$ cat src/rtl/cost_batch_sequencer.sv
// Sequences one batch of samples through the cost calculator and accumulates sum, average and max.
// A watchdog aborts the batch if the calculator hangs in WAIT.
module cost_batch_sequencer #(
  parameter int BATCH_LOG2 = 4,
  parameter int COST_W     = 8,
  parameter int TIMEOUT    = 64,
  parameter int ACC_W      = COST_W + BATCH_LOG2
) (
  input  logic                  clk,
  input  logic                  rst,
  input  logic                  batch_start,
  input  logic                  sample_valid,
  output logic                  sample_req,
  output logic [BATCH_LOG2-1:0] sample_idx,
  output logic                  cost_en,
  input  logic                  calculation_complete,
  input  logic [COST_W-1:0]     cost_output,
  output logic [ACC_W-1:0]      batch_sum,
  output logic [COST_W-1:0]     batch_avg,
  output logic [COST_W-1:0]     max_cost,
  output logic                  batch_done,
  output logic                  busy,
  output logic                  timeout_err
);

  localparam int TMR_W = (TIMEOUT > 2) ? $clog2(TIMEOUT) : 1;
  localparam logic [TMR_W-1:0]      TMR_LAST = TMR_W'(TIMEOUT - 1);
  localparam logic [BATCH_LOG2-1:0] IDX_LAST = '1;

  typedef enum logic [2:0] {
    S_IDLE,
    S_FETCH,
    S_START,
    S_WAIT,
    S_DONE
  } state_t;

  state_t           state;
  logic [TMR_W-1:0] timer;
  logic             comp_q;
  logic             comp_rise;

  // A level left high by the previous sample is not a new completion.
  assign comp_rise = calculation_complete & ~comp_q;

  assign sample_req = (state == S_FETCH);
  assign cost_en    = (state == S_START);
  assign batch_done = (state == S_DONE);
  assign busy       = (state != S_IDLE);
  assign batch_avg  = COST_W'(batch_sum >> BATCH_LOG2);

  always_ff @(posedge clk or posedge rst) begin
    if (rst) begin
      state       <= S_IDLE;
      timer       <= '0;
      comp_q      <= 1'b0;
      sample_idx  <= '0;
      batch_sum   <= '0;
      max_cost    <= '0;
      timeout_err <= 1'b0;
    end else begin
      comp_q <= calculation_complete;
      case (state)
        S_IDLE: begin
          if (batch_start) begin
            batch_sum   <= '0;
            max_cost    <= '0;
            sample_idx  <= '0;
            timeout_err <= 1'b0;
            state       <= S_FETCH;
          end
        end
        S_FETCH: begin
          if (sample_valid) state <= S_START;
        end
        S_START: begin
          timer <= '0;
          state <= S_WAIT;
        end
        S_WAIT: begin
          // Completion takes priority over a coincident watchdog expiry.
          if (comp_rise) begin
            batch_sum <= batch_sum + ACC_W'(cost_output);
            if (cost_output > max_cost) max_cost <= cost_output;
            if (sample_idx == IDX_LAST) begin
              state <= S_DONE;
            end else begin
              sample_idx <= sample_idx + 1'b1;
              state      <= S_FETCH;
            end
          end else if (timer == TMR_LAST) begin
            timeout_err <= 1'b1;
            state       <= S_IDLE;
          end else begin
            timer <= timer + 1'b1;
          end
        end
        S_DONE: begin
          state <= S_IDLE;
        end
        default: state <= S_IDLE;
      endcase
    end
  end

endmodule
$ cat config.mk
export PLATFORM = sky130hd
export DESIGN_NAME = cost_batch_sequencer
export DESIGN_NICKNAME = d
export VERILOG_FILES = /design/src/rtl/cost_batch_sequencer.sv
export SDC_FILE = /design/constraint.sdc
export NUM_CORES = 1
export LEC_CHECK = 0
export ABC_AREA = 1
export BUFFER_PORTS_ARGS = -buffer_cell sky130_fd_sc_hd__buf_4
export CORE_UTILIZATION = 47
export CTS_BUF_LIST = sky130_fd_sc_hd__clkbuf_8
export DETAILED_ROUTE_END_ITERATION = 12
export MAX_ROUTING_LAYER = met4
export PLACE_DENSITY = 0.7
export SYNTH_ARGS = -nofsm -noshare
export SYNTH_HDL_FRONTEND = slang
export SYNTH_SLANG_ARGS = --single-unit
$ cat constraint.sdc
create_clock -name clk -period 2.81 [get_ports clk]
set_input_delay 0.281 -clock clk [delete_from_list [all_inputs] [get_ports clk]]
set_output_delay 0.281 -clock clk [all_outputs]
set_load 0.02 [all_outputs]
==> metrics.md <==
| Metric | Value |
|---|---|
| CTS Buffer Depth | 2 |
| DRT Pass-1 Iters | 4 |
| Avg Vias per Cell | 4.83 |
| Switch Pwr | 1180 µW |
| DRC viols | 0 |
| Initial antenna violation count | 0 |
| # fillers | 450 |
| Post-Syn Instances | 302 |
| Area delta synth->final | 19.5% |
| Routed WL per cell | 12.0 µm |
| TritonCTS clock tree | built |
| Seq pwr share | 0.313 |
| Netlist area before placement | 0.00234 mm² |
| # port buffers | 49 |
| Crit path launch | max_cost[7]$_DFFE_PP0P_ |
| Cell internal pwr | 1340 µW |
| Most frequent cells in the layout | nand2_1, buf_4, inv_1 |
| Routed Antenna Nets | 0 |
| DR vias | 2004 |
| Total power | 2520 µW |
| Final setup viols | 0 |
| DP Wirelength | 3730 µm |
| Critical path type | reg -> reg |
| CTS Buf Count | 5 |
| Grt ovf | 0 |
| Yosys warns | 0 |
| Leakage | 0.00156 µW |
| Final worst-path cycle share | 0.638 |
| Gr usage total | 0.216 |
| Most common cell after layout, fill and taps aside | nand2_1 |
| Min-delay worst type | in -> async |
| Core Region | 0.00475 mm² |
| Status | completed |
| Cts hold-fix bufs | 0 |
| Syn Area/Cell | 7.74 µm² |
| Post-CTS sizing | 0 |
| Vias in the first global route | 1832 |
| Worst slack, placed | 1040 ps |
| Top Ports | 50 |
| Switching Share | 0.468 |
| Fin. Hold Viols | 0 |
| Diode count | 0 |
| Chip width | 72.5 µm |
| Distinct cell type count after synthesis | 34 |
| Final layout net count | 381 |
| Drt first-iter violations | 108 |
| CTS H-Tree Depth | 2 |
| Final WS setup | 1020 ps |
| Final wirelength | 4960 µm |
| Final min period | 1790 ps |
| CTS Root Cell | clkbuf_8 |
| Peak Freq | 558 MHz |
| Starting Density | 0.492 |
| Clk_lat worst skew | 290 ps |
| Yosys reg bits | 35 |
| Critical Path RT | 2990 ps |
| Rows | 25 |
| Largest net degree at the start of global routing | 36 |
| Max Cap Violations | 0 |
| Pwr/cell area | 903 mW/mm² |
| Cell count of the worst reg-to-reg path | 11 |
| Crit Path Max Fanout | 9 |
| Worst Max-Slew Pin Slew | 466 ps |
| Sequential area share after synthesis | 0.375 |
| CTS clk-pin slew, worst paths | 70 ps |
| R2r endpoint | max_cost[3]$_DFFE_PP0P_ |
| Critical path launch point type | flip-flop |
| R2r startpoint | max_cost[7]$_DFFE_PP0P_ |
| Clock share of power | 0.135 |
| Worst Skew | 4.88 ps |
| Setup crit end kind | flip-flop |
| Post CTS Setup Buffer Count | 0 |
| Routability congestion estimate | 0.863 |
| Worst EP arrival | 1970 ps |
| Combinational power share | 0.552 |
| Register-to-register setup slack | 1020 ps |
| Synthesized Nets | 334 |
| Relative slew slack | 0.689 |
| RSZ-0062 raised after global routing | no |
| Layout cells sized above 1 | 0.224 |
| CTS sink cnt | 35 |
| First-pass GRT wire length | 8350 µm |
| Die height | 72.5 µm |
| Pins Over Slew Limit | 0 |
| CP Capture Point | max_cost[3]$_DFFE_PP0P_ |
| Peak VDD IR | 0.000498 V |
| DIE AREA | 0.00526 mm² |
| Setup TNS | 0 ps |
## cell families (layout without fill, tap and decap cells)
| group | count (synthesis) | count (layout) | synth area share |
|---|---|---|---|
| simple gates | 150 | 150 | 0.299 |
| buf+inv | 56 | 102 | 0.109 |
| compound gates | 38 | 38 | 0.0979 |
| flops | 35 | 35 | 0.375 |
| fa+ha+maj | 19 | 19 | 0.105 |
| xor+xnor | 4 | 4 | 0.0150 |
## layout make-up
| class | count | area, µm² | area share |
|---|---|---|---|
| Clock inverter | 1 | 3.75 | 0.00134 |
| Tap cell | 67 | 83.8 | 0.0300 |
| Multi-Input combinational cell | 211 | 1210 | 0.433 |
| Sequential cell | 35 | 876 | 0.313 |
| Inverter | 46 | 178 | 0.0636 |
| Timing Repair Buffer | 50 | 375 | 0.134 |
| Clock buffer | 5 | 68.8 | 0.0246 |
## stage by stage
step                      instance area (µm²)  cells  utilization  hold slack, ps
after global placement                   2720    409        0.572             400
after global routing                     2790    415        0.588            94.3
after floorplan                          2340    302            -             312
after CTS                                2790    415        0.588            98.6
after detailed placement                 2720    409        0.572             401
final                                    2790    415        0.588            83.7
## registers in the layout, summed over array words and instances (netlist names)
register and cells:
comp_q 1, max_cost 8, timer 6, sample_idx 4, state 3, batch_sum 12, timeout_err 1
## power by group through the flow
stage               clock network (µW)  logic, µW  registers [µW]
floorplan                            0        870             910
CTS                                352       1400             791
global route                       373       1560             809
detailed placement                   0       1400             799
global placement                     0       1380             797
finish                             340       1390             791
## worst max-delay path, cell delays in order, from the launching register on
cell and delay (ps):
dfrtp_1 380, inv_1 60, ha_1 280, nand2_1 70, nor2_1 150, nand2_1 70
nand2_1 50, nand2_1 40, nand2_1 230, nand2_2 190, nand2_1 100, nand2_1 60
## Yosys cell counts (all sizes together)
cell | number | area, µm²
a21oi | 16 | 80.1
a22oi | 2 | 20.0
o21ai | 12 | 60.1
a22o | 3 | 26.3
or2 | 3 | 18.8
nor2 | 32 | 156
o31ai | 2 | 20.0
nor3 | 4 | 20.0
ha | 18 | 225
xnor2 | 3 | 26.3
a21o | 2 | 15.0
nand3 | 23 | 120
inv | 46 | 178
dfrtp | 35 | 876
buf | 10 | 76.3
nand2 | 85 | 365
o211ai | 1 | 7.51
nor4 | 1 | 6.26
nand4 | 2 | 12.5
fa | 1 | 20.0
xor2 | 1 | 8.76
## worst min path at each step
| stage | startpoint | end | slack, ps |
|---|---|---|---|
| 2_1_floorplan | calculation_complete | comp_q$_DFF_PP0_ | 310 |
| 3_3_place_gp | calculation_complete | comp_q$_DFF_PP0_ | 400 |
| 3_5_place_dp | calculation_complete | comp_q$_DFF_PP0_ | 400 |
| 4_1_cts | calculation_complete | comp_q$_DFF_PP0_ | 100 |
| 5_1_grt | calculation_complete | comp_q$_DFF_PP0_ | 90 |
| 6_report | rst | timer[4]$_DFFE_PP0P_ | 80 |
## per-layer routing
metal	wire, µm	part of all wire	GRT usage	up-vias
li1	-	-	-	1046
met1	2390	0.48	0.264	904
met2	2280	0.46	0.340	47
met3	218	0.044	0.0514	7
met4	77	0.016	0.0937	0
met5	0	0	-	-
Note: power is estimated with default switching activity, not from simulation.
